File: src/rtl/kamus_lsu_ctrl.sv
// Load/store sequencer between EX and L1D: aligns store lanes, runs the req/gnt/rvalid
// handshake with a timeout, and extends returned load data for writeback.
module kamus_lsu_ctrl #(
  parameter int unsigned TIMEOUT_CYCLES = 256,
  parameter bit          STORE_ACK      = 1'b0
) (
  input  logic        clk_i,
  input  logic        rst_i,
  input  logic        lsu_req_i,
  input  logic        lsu_we_i,
  input  logic [2:0]  lsu_funct3_i,
  input  logic [31:0] lsu_addr_i,
  input  logic [31:0] lsu_wdata_i,
  input  logic [4:0]  lsu_rd_i,
  output logic        lsu_busy_o,
  output logic        lsu_err_o,
  output logic        mem_req_o,
  output logic        mem_we_o,
  output logic [31:0] mem_addr_o,
  output logic [3:0]  mem_be_o,
  output logic [31:0] mem_wdata_o,
  input  logic        mem_gnt_i,
  input  logic        mem_rvalid_i,
  input  logic [31:0] mem_rdata_i,
  output logic        wb_valid_o,
  output logic [4:0]  wb_rd_o,
  output logic [31:0] wb_data_o
);

  localparam int CW = $clog2(TIMEOUT_CYCLES + 1);

  typedef enum logic [1:0] {
    S_IDLE = 2'd0,
    S_REQ  = 2'd1,
    S_WAIT = 2'd2
  } state_e;

  state_e        state_q, state_d;
  logic [CW-1:0] cnt_q, cnt_d;
  logic          we_q, we_d;
  logic [2:0]    funct3_q, funct3_d;
  logic [1:0]    off_q, off_d;
  logic [4:0]    rd_q, rd_d;
  logic          mem_req_q, mem_req_d;
  logic [31:0]   mem_addr_q, mem_addr_d;
  logic [3:0]    mem_be_q, mem_be_d;
  logic [31:0]   mem_wdata_q, mem_wdata_d;
  logic          err_q, err_d;
  logic          wb_valid_q, wb_valid_d;
  logic [4:0]    wb_rd_q, wb_rd_d;
  logic [31:0]   wb_data_q, wb_data_d;

  logic          f3_legal_s, aligned_s, req_ok_s;
  logic [3:0]    be_s;
  logic [31:0]   wdata_s, shifted_s, load_ext_s;
  logic          done_s, go_wait_s, timeout_s;

  // Legality checks on the incoming request; stores only allow B/H/W.
  always_comb begin
    f3_legal_s = 1'b0;
    aligned_s  = 1'b0;
    case (lsu_funct3_i)
      3'b000: begin f3_legal_s = 1'b1;      aligned_s = 1'b1;                   end
      3'b001: begin f3_legal_s = 1'b1;      aligned_s = ~lsu_addr_i[0];         end
      3'b010: begin f3_legal_s = 1'b1;      aligned_s = (lsu_addr_i[1:0] == 2'b00); end
      3'b100: begin f3_legal_s = ~lsu_we_i; aligned_s = 1'b1;                   end
      3'b101: begin f3_legal_s = ~lsu_we_i; aligned_s = ~lsu_addr_i[0];         end
      default: begin f3_legal_s = 1'b0;     aligned_s = 1'b0;                   end
    endcase
    req_ok_s = f3_legal_s & aligned_s;
  end

  always_comb begin
    case (lsu_funct3_i[1:0])
      2'b00: begin
        be_s    = 4'b0001 << lsu_addr_i[1:0];
        wdata_s = {4{lsu_wdata_i[7:0]}};
      end
      2'b01: begin
        be_s    = 4'b0011 << lsu_addr_i[1:0];
        wdata_s = {2{lsu_wdata_i[15:0]}};
      end
      default: begin
        be_s    = 4'b1111;
        wdata_s = lsu_wdata_i;
      end
    endcase
    if (!lsu_we_i) begin
      wdata_s = 32'h0000_0000;
    end else begin
      wdata_s = wdata_s;
    end
  end

  always_comb begin
    shifted_s = mem_rdata_i >> {off_q, 3'b000};
    case (funct3_q)
      3'b000:  load_ext_s = {{24{shifted_s[7]}}, shifted_s[7:0]};
      3'b100:  load_ext_s = {24'h00_0000, shifted_s[7:0]};
      3'b001:  load_ext_s = {{16{shifted_s[15]}}, shifted_s[15:0]};
      3'b101:  load_ext_s = {16'h0000, shifted_s[15:0]};
      default: load_ext_s = mem_rdata_i;
    endcase
  end

  // Grant with rvalid in the same cycle retires straight from S_REQ.
  always_comb begin
    done_s    = 1'b0;
    go_wait_s = 1'b0;
    case (state_q)
      S_REQ: begin
        if (mem_gnt_i) begin
          if ((we_q && !STORE_ACK) || mem_rvalid_i) begin
            done_s = 1'b1;
          end else begin
            go_wait_s = 1'b1;
          end
        end else begin
          done_s = 1'b0;
        end
      end
      S_WAIT:  done_s = mem_rvalid_i;
      default: done_s = 1'b0;
    endcase
    timeout_s = (cnt_q == CW'(TIMEOUT_CYCLES - 1));
  end

  always_comb begin
    state_d     = state_q;
    cnt_d       = cnt_q;
    we_d        = we_q;
    funct3_d    = funct3_q;
    off_d       = off_q;
    rd_d        = rd_q;
    mem_req_d   = mem_req_q;
    mem_addr_d  = mem_addr_q;
    mem_be_d    = mem_be_q;
    mem_wdata_d = mem_wdata_q;
    err_d       = 1'b0;
    wb_valid_d  = 1'b0;
    wb_rd_d     = wb_rd_q;
    wb_data_d   = wb_data_q;
    case (state_q)
      S_IDLE: begin
        mem_req_d = 1'b0;
        if (lsu_req_i && req_ok_s) begin
          state_d     = S_REQ;
          cnt_d       = '0;
          we_d        = lsu_we_i;
          funct3_d    = lsu_funct3_i;
          off_d       = lsu_addr_i[1:0];
          rd_d        = lsu_rd_i;
          mem_req_d   = 1'b1;
          mem_addr_d  = {lsu_addr_i[31:2], 2'b00};
          mem_be_d    = be_s;
          mem_wdata_d = wdata_s;
        end else if (lsu_req_i) begin
          err_d = 1'b1;
        end else begin
          state_d = S_IDLE;
        end
      end
      S_REQ, S_WAIT: begin
        if (done_s) begin
          state_d   = S_IDLE;
          mem_req_d = 1'b0;
          if (!we_q) begin
            wb_valid_d = 1'b1;
            wb_rd_d    = rd_q;
            wb_data_d  = load_ext_s;
          end else begin
            wb_valid_d = 1'b0;
          end
        end else if (timeout_s) begin
          state_d   = S_IDLE;
          mem_req_d = 1'b0;
          err_d     = 1'b1;
        end else begin
          cnt_d = cnt_q + CW'(1);
          if (go_wait_s) begin
            state_d   = S_WAIT;
            mem_req_d = 1'b0;
          end else begin
            state_d = state_q;
          end
        end
      end
      default: begin
        state_d   = S_IDLE;
        mem_req_d = 1'b0;
      end
    endcase
  end

  always_ff @(posedge clk_i) begin
    if (rst_i) begin
      state_q     <= S_IDLE;
      cnt_q       <= '0;
      we_q        <= 1'b0;
      funct3_q    <= 3'b000;
      off_q       <= 2'b00;
      rd_q        <= 5'd0;
      mem_req_q   <= 1'b0;
      mem_addr_q  <= 32'h0000_0000;
      mem_be_q    <= 4'b0000;
      mem_wdata_q <= 32'h0000_0000;
      err_q       <= 1'b0;
      wb_valid_q  <= 1'b0;
      wb_rd_q     <= 5'd0;
      wb_data_q   <= 32'h0000_0000;
    end else begin
      state_q     <= state_d;
      cnt_q       <= cnt_d;
      we_q        <= we_d;
      funct3_q    <= funct3_d;
      off_q       <= off_d;
      rd_q        <= rd_d;
      mem_req_q   <= mem_req_d;
      mem_addr_q  <= mem_addr_d;
      mem_be_q    <= mem_be_d;
      mem_wdata_q <= mem_wdata_d;
      err_q       <= err_d;
      wb_valid_q  <= wb_valid_d;
      wb_rd_q     <= wb_rd_d;
      wb_data_q   <= wb_data_d;
    end
  end

  assign lsu_busy_o  = (state_q == S_IDLE) ? (lsu_req_i & req_ok_s) : 1'b1;
  assign lsu_err_o   = err_q;
  assign mem_req_o   = mem_req_q;
  assign mem_we_o    = we_q;
  assign mem_addr_o  = mem_addr_q;
  assign mem_be_o    = mem_be_q;
  assign mem_wdata_o = mem_wdata_q;
  assign wb_valid_o  = wb_valid_q;
  assign wb_rd_o     = wb_rd_q;
  assign wb_data_o   = wb_data_q;

endmodule

File: config.mk
export PLATFORM = sky130hd
export DESIGN_NAME = kamus_lsu_ctrl
export DESIGN_NICKNAME = d
export VERILOG_FILES = /design/src/rtl/kamus_lsu_ctrl.sv
export SDC_FILE = /design/constraint.sdc
export NUM_CORES = 1
export LEC_CHECK = 0
export BUFFER_PORTS_ARGS = -buffer_cell sky130_fd_sc_hd__buf_2
export CORE_UTILIZATION = 44
export DETAILED_ROUTE_END_ITERATION = 6
export PLACE_DENSITY = 0.76
export SYNTH_ARGS = -nofsm -noshare
export SYNTH_HDL_FRONTEND = slang
export SYNTH_SLANG_ARGS = --single-unit
File: constraint.sdc
create_clock -name clk_i -period 1.9 [get_ports clk_i]
set_input_delay 0 -clock clk_i [delete_from_list [all_inputs] [get_ports clk_i]]
set_output_delay 0 -clock clk_i [all_outputs]
set_load 0.02 [all_outputs]
==> impl_metrics.sql <==
INSERT INTO impl_metrics (metric_group, metric, value, unit) VALUES
('run_status', 'status', 'finished with violations', ''),
('run_status', 'failed_checks', 'negative setup slack', ''),
('sta', 'tightest_slew', '634', 'ps'),
('floorplan', 'die_w', '116', 'µm'),
('sta', 'post-route-min-period', '1950', 'ps'),
('cts', 'max-clock-path-buffers', '2', ''),
('floorplan', 'core', '0.0126', 'mm²'),
('global_route', 'first_global_vias', '5780', ''),
('sta', 'grt_setup_unrepaired', 'yes', ''),
('routing', 'per_cell_routed_wire_length', '16.0', 'µm'),
('setup_path', 'worst_setup_path_end_kind', 'register', ''),
('pwr', 'peakVddDrop', '0.000716', 'V'),
('routing', 'via_count', '6049', ''),
('sta', 'fmax', '512', 'MHz'),
('setup_path', 'setup.worst_path.class', 'register to register', ''),
('cts', 'clock_latency_on_the_worst_skew_pair', '420', 'ps'),
('sta', 'worst_setup_slack_after_layout', '-54.2', 'ps'),
('synth', 'asyncSetResetFlopFracSynth', '0', '%'),
('sta', 'fin_crit_sh', '103', '%'),
('pwr', 'leakage_power', '0.00372', 'µW'),
('cts', 'post-cts-setup-buffers', '0', ''),
('routing', 'drt.antenna.violating_nets', '0', ''),
('synth', 'synth_cell_type_count', '52', ''),
('cts', 'cts-root-buf', 'sky130_fd_sc_hd__clkbuf_16', ''),
('final_layout', 'fin_nets', '1091', ''),
('synth', 'synth.avg_cell_area', '8.56', 'µm²'),
('floorplan', 'floorplan.die_area', '0.0134', 'mm²'),
('final_layout', 'multi_input_comb_area', '0.00298', 'mm²'),
('routing', 'drt_first_pass_iters', '7', ''),
('final_layout', 'mostFrequentLayoutCell', 'sky130_fd_sc_hd__buf_2', ''),
('final_layout', 'syn_to_final_growth', '52.3', '%'),
('sta', 'fin_hold_ws', '23.5', 'ps'),
('placement', 'hpwlAfterDp', '11100', 'µm'),
('final_layout', 'share_of_cells_above_drive_strength_1', '32.7', '%'),
('routing', 'detail_route.iter0.violations', '316', ''),
('final_layout', 'final_cell_area', '0.00869', 'mm²'),
('final_layout', 'fillcell_total', '987', ''),
('routing', 'routed_via_density', '5.21', ''),
('job', 'drv_cap', '0', ''),
('cts', 'htree_num_levels', '4', ''),
('pwr', 'powerDensity', '821', 'mW/mm²'),
('final_layout', 'mostFrequentLayoutCells', 'sky130_fd_sc_hd__buf_2, sky130_fd_sc_hd__nand2_1, sky130_fd_sc_hd__dfxtp_1', ''),
('synth', 'yosysSeqAreaShare', '44.9', '%'),
('cts', 'number_of_buffers_created_by_cts', '17', ''),
('setup_path', 'reg2reg_to', 'cnt_q[0]', ''),
('cts', 'cts.clk_slew.worst_paths', '60', 'ps'),
('setup_path', 'rrSetupSlack', '-50', 'ps'),
('sta', 'count_of_final_hold_check_violations', '0', ''),
('global_route', 'grt_usage', '27.3', '%'),
('placement', 'globalplace.congestion', '0.867', ''),
('placement', 'placed_cell_area', '0.00703', 'mm²'),
('cts', 'cts_tree', 'done', ''),
('synth', 'synth_top_cell_area_share', '44.9', '%'),
('placement', 'buffers_added_on_ports', '217', ''),
('global_route', 'grt_antenna_before_repair', '1', ''),
('setup_path', 'setup.worst_path.end', 'cnt_q[0]', ''),
('routing', 'drt_drc_violations_left', '0', ''),
('min_path', 'min-delay-path-class', 'input pin to register', ''),
('sta', 'finalClockSkew', '6.90', 'ps'),
('synth', 'ys.flop_type', 'sky130_fd_sc_hd__dfxtp_1', ''),
('synth', 'syn_inst', '666', ''),
('synth', 'netlist.top_cell.by_area', 'sky130_fd_sc_hd__dfxtp_1', ''),
('synth', 'synth_enable_flop_cells', '0', ''),
('synth', 'syn-cell-area', '0.00570', 'mm²'),
('cts', 'clkSinkCount', '128', ''),
('routing', 'wl', '18500', 'µm'),
('setup_path', 'crit_arrival', '2250', 'ps'),
('floorplan', 'floorplan.initialDensity', '45.2', '%'),
('setup_path', 'worst_setup_path_startpoint', 'cnt_q[2]', ''),
('sta', 'finalSetupViolCount', '3', ''),
('final_layout', 'layout.area.seq', '0.00257', 'mm²');
worst min-delay path by stage:
stage / cells after the start / slack [ps] / endpoint
after detailed placement: 3 / 250 / mem_addr_o[4]
after global routing: 3 / 30 / wb_data_o[10]
after global placement: 3 / 240 / mem_addr_o[16]
after floorplan: 1 / 130 / mem_wdata_o[6]
after CTS: 4 / 10 / mem_wdata_o[28]
final: 4 / 20 / state_q[0]
what timing repair did:
item,CTS,global route
resized for setup,21,12
hold buffers,92,0
pin swaps,6,4
hold endpoints to repair,90,0
setup endpoints to repair,13,48
sequential cells by signal (all words and copies together) (netlist names):
| signal | cells |
|---|---|
| state_q | 2 |
| funct3_q | 3 |
| mem_we_o | 1 |
| rd_q | 5 |
| mem_be_o | 4 |
| off_q | 2 |
| cnt_q | 9 |
| wb_data_o | 32 |
| mem_addr_o | 30 |
| lsu_err_o | 1 |
| wb_rd_o | 5 |
| mem_wdata_o | 32 |
| wb_valid_o | 1 |
| mem_req_o | 1 |
through the flow:
stage	utilization (%)	power (µW)	setup WS, ps	setup TNS [ps]
2_1_floorplan	-	3500	-9.26	-16.3
3_3_place_gp	55.7	3850	-89.3	-403
3_5_place_dp	55.7	3870	-127	-837
4_1_cts	68.3	7120	-27.7	-31.2
5_1_grt	68.8	7400	-100	-891
6_report	68.8	7130	-54.2	-84.7
cell type report:
type / instances / area share [%]
diodes: 1 / 0.0288
clock buffers: 26 / 5.86
clock inverters: 5 / 0.605
inverters: 14 / 0.605
multi-input cells: 474 / 34.4
flip-flops and latches: 128 / 29.5
well taps: 172 / 2.48
repair buffers: 340 / 26.5
routing by layer:
layer	global-route usage, %	part of all wire, %	vias up
li1	-	-	2937
met1	31.5	41	2822
met2	46.0	49	251
met3	8.53	7.2	39
met4	12.6	2.5	0
met5	0	0	-
critical path: stages (launching register included):
cell	delay (ps)
sky130_fd_sc_hd__dfxtp_2	320
sky130_fd_sc_hd__and3_4	170
sky130_fd_sc_hd__and3_4	160
sky130_fd_sc_hd__and3_4	180
sky130_fd_sc_hd__ha_4	170
sky130_fd_sc_hd__a31oi_4	210
sky130_fd_sc_hd__o22ai_4	140
sky130_fd_sc_hd__a21oi_2	120
sky130_fd_sc_hd__nor2_1	80
sky130_fd_sc_hd__mux2_4	290
synthesized netlist by cell type (2+ instances only):
master	instances
sky130_fd_sc_hd__or3_1	2
sky130_fd_sc_hd__buf_6	9
sky130_fd_sc_hd__dfxtp_1	128
sky130_fd_sc_hd__inv_1	14
sky130_fd_sc_hd__nand3_1	12
sky130_fd_sc_hd__buf_4	5
sky130_fd_sc_hd__nor3_1	12
sky130_fd_sc_hd__mux2_2	9
sky130_fd_sc_hd__a31oi_1	3
sky130_fd_sc_hd__xnor2_1	6
sky130_fd_sc_hd__buf_2	10
sky130_fd_sc_hd__a21oi_1	64
sky130_fd_sc_hd__and3_1	3
sky130_fd_sc_hd__nor3_2	2
sky130_fd_sc_hd__a311oi_1	2
sky130_fd_sc_hd__nand2_1	144
sky130_fd_sc_hd__o21bai_1	3
sky130_fd_sc_hd__o221ai_1	2
sky130_fd_sc_hd__o22ai_1	3
sky130_fd_sc_hd__nand2b_1	4
sky130_fd_sc_hd__a22o_1	18
sky130_fd_sc_hd__a211oi_1	33
sky130_fd_sc_hd__mux2i_1	28
sky130_fd_sc_hd__o2bb2ai_1	8
sky130_fd_sc_hd__buf_1	2
sky130_fd_sc_hd__o211ai_1	2
sky130_fd_sc_hd__or2_2	2
sky130_fd_sc_hd__nor2_1	50
sky130_fd_sc_hd__nor3b_1	4
sky130_fd_sc_hd__clkbuf_1	25
sky130_fd_sc_hd__nor2b_1	4
sky130_fd_sc_hd__a22oi_1	9
sky130_fd_sc_hd__o21ai_0	20
sky130_fd_sc_hd__ha_1	6
report_power, final:
| part | switching, µW | total (µW) | internal, µW |
|---|---|---|---|
| Combinational | 675 | 1200 | 525 |
| Clock | 1130 | 3090 | 1960 |
| Sequential | 59.2 | 2840 | 2790 |
kinds of logic (layout without fill, tap and decap cells):
family                   after synthesis  after routing  synth area share, %
AO/OA/AOI/OAI                        176            176                 20.8
other                                  1              3               0.0658
buffers and inverters                 65            385                 6.01
flip-flops                           128            128                 44.9
XOR/XNOR                               6              6                0.921
multiplexers                          38             38                 7.09
AND/OR/NAND/NOR                      246            246                 18.9
adder cells (fa/ha/maj)                6              6                 1.32
(Power assumes the default switching activity.)
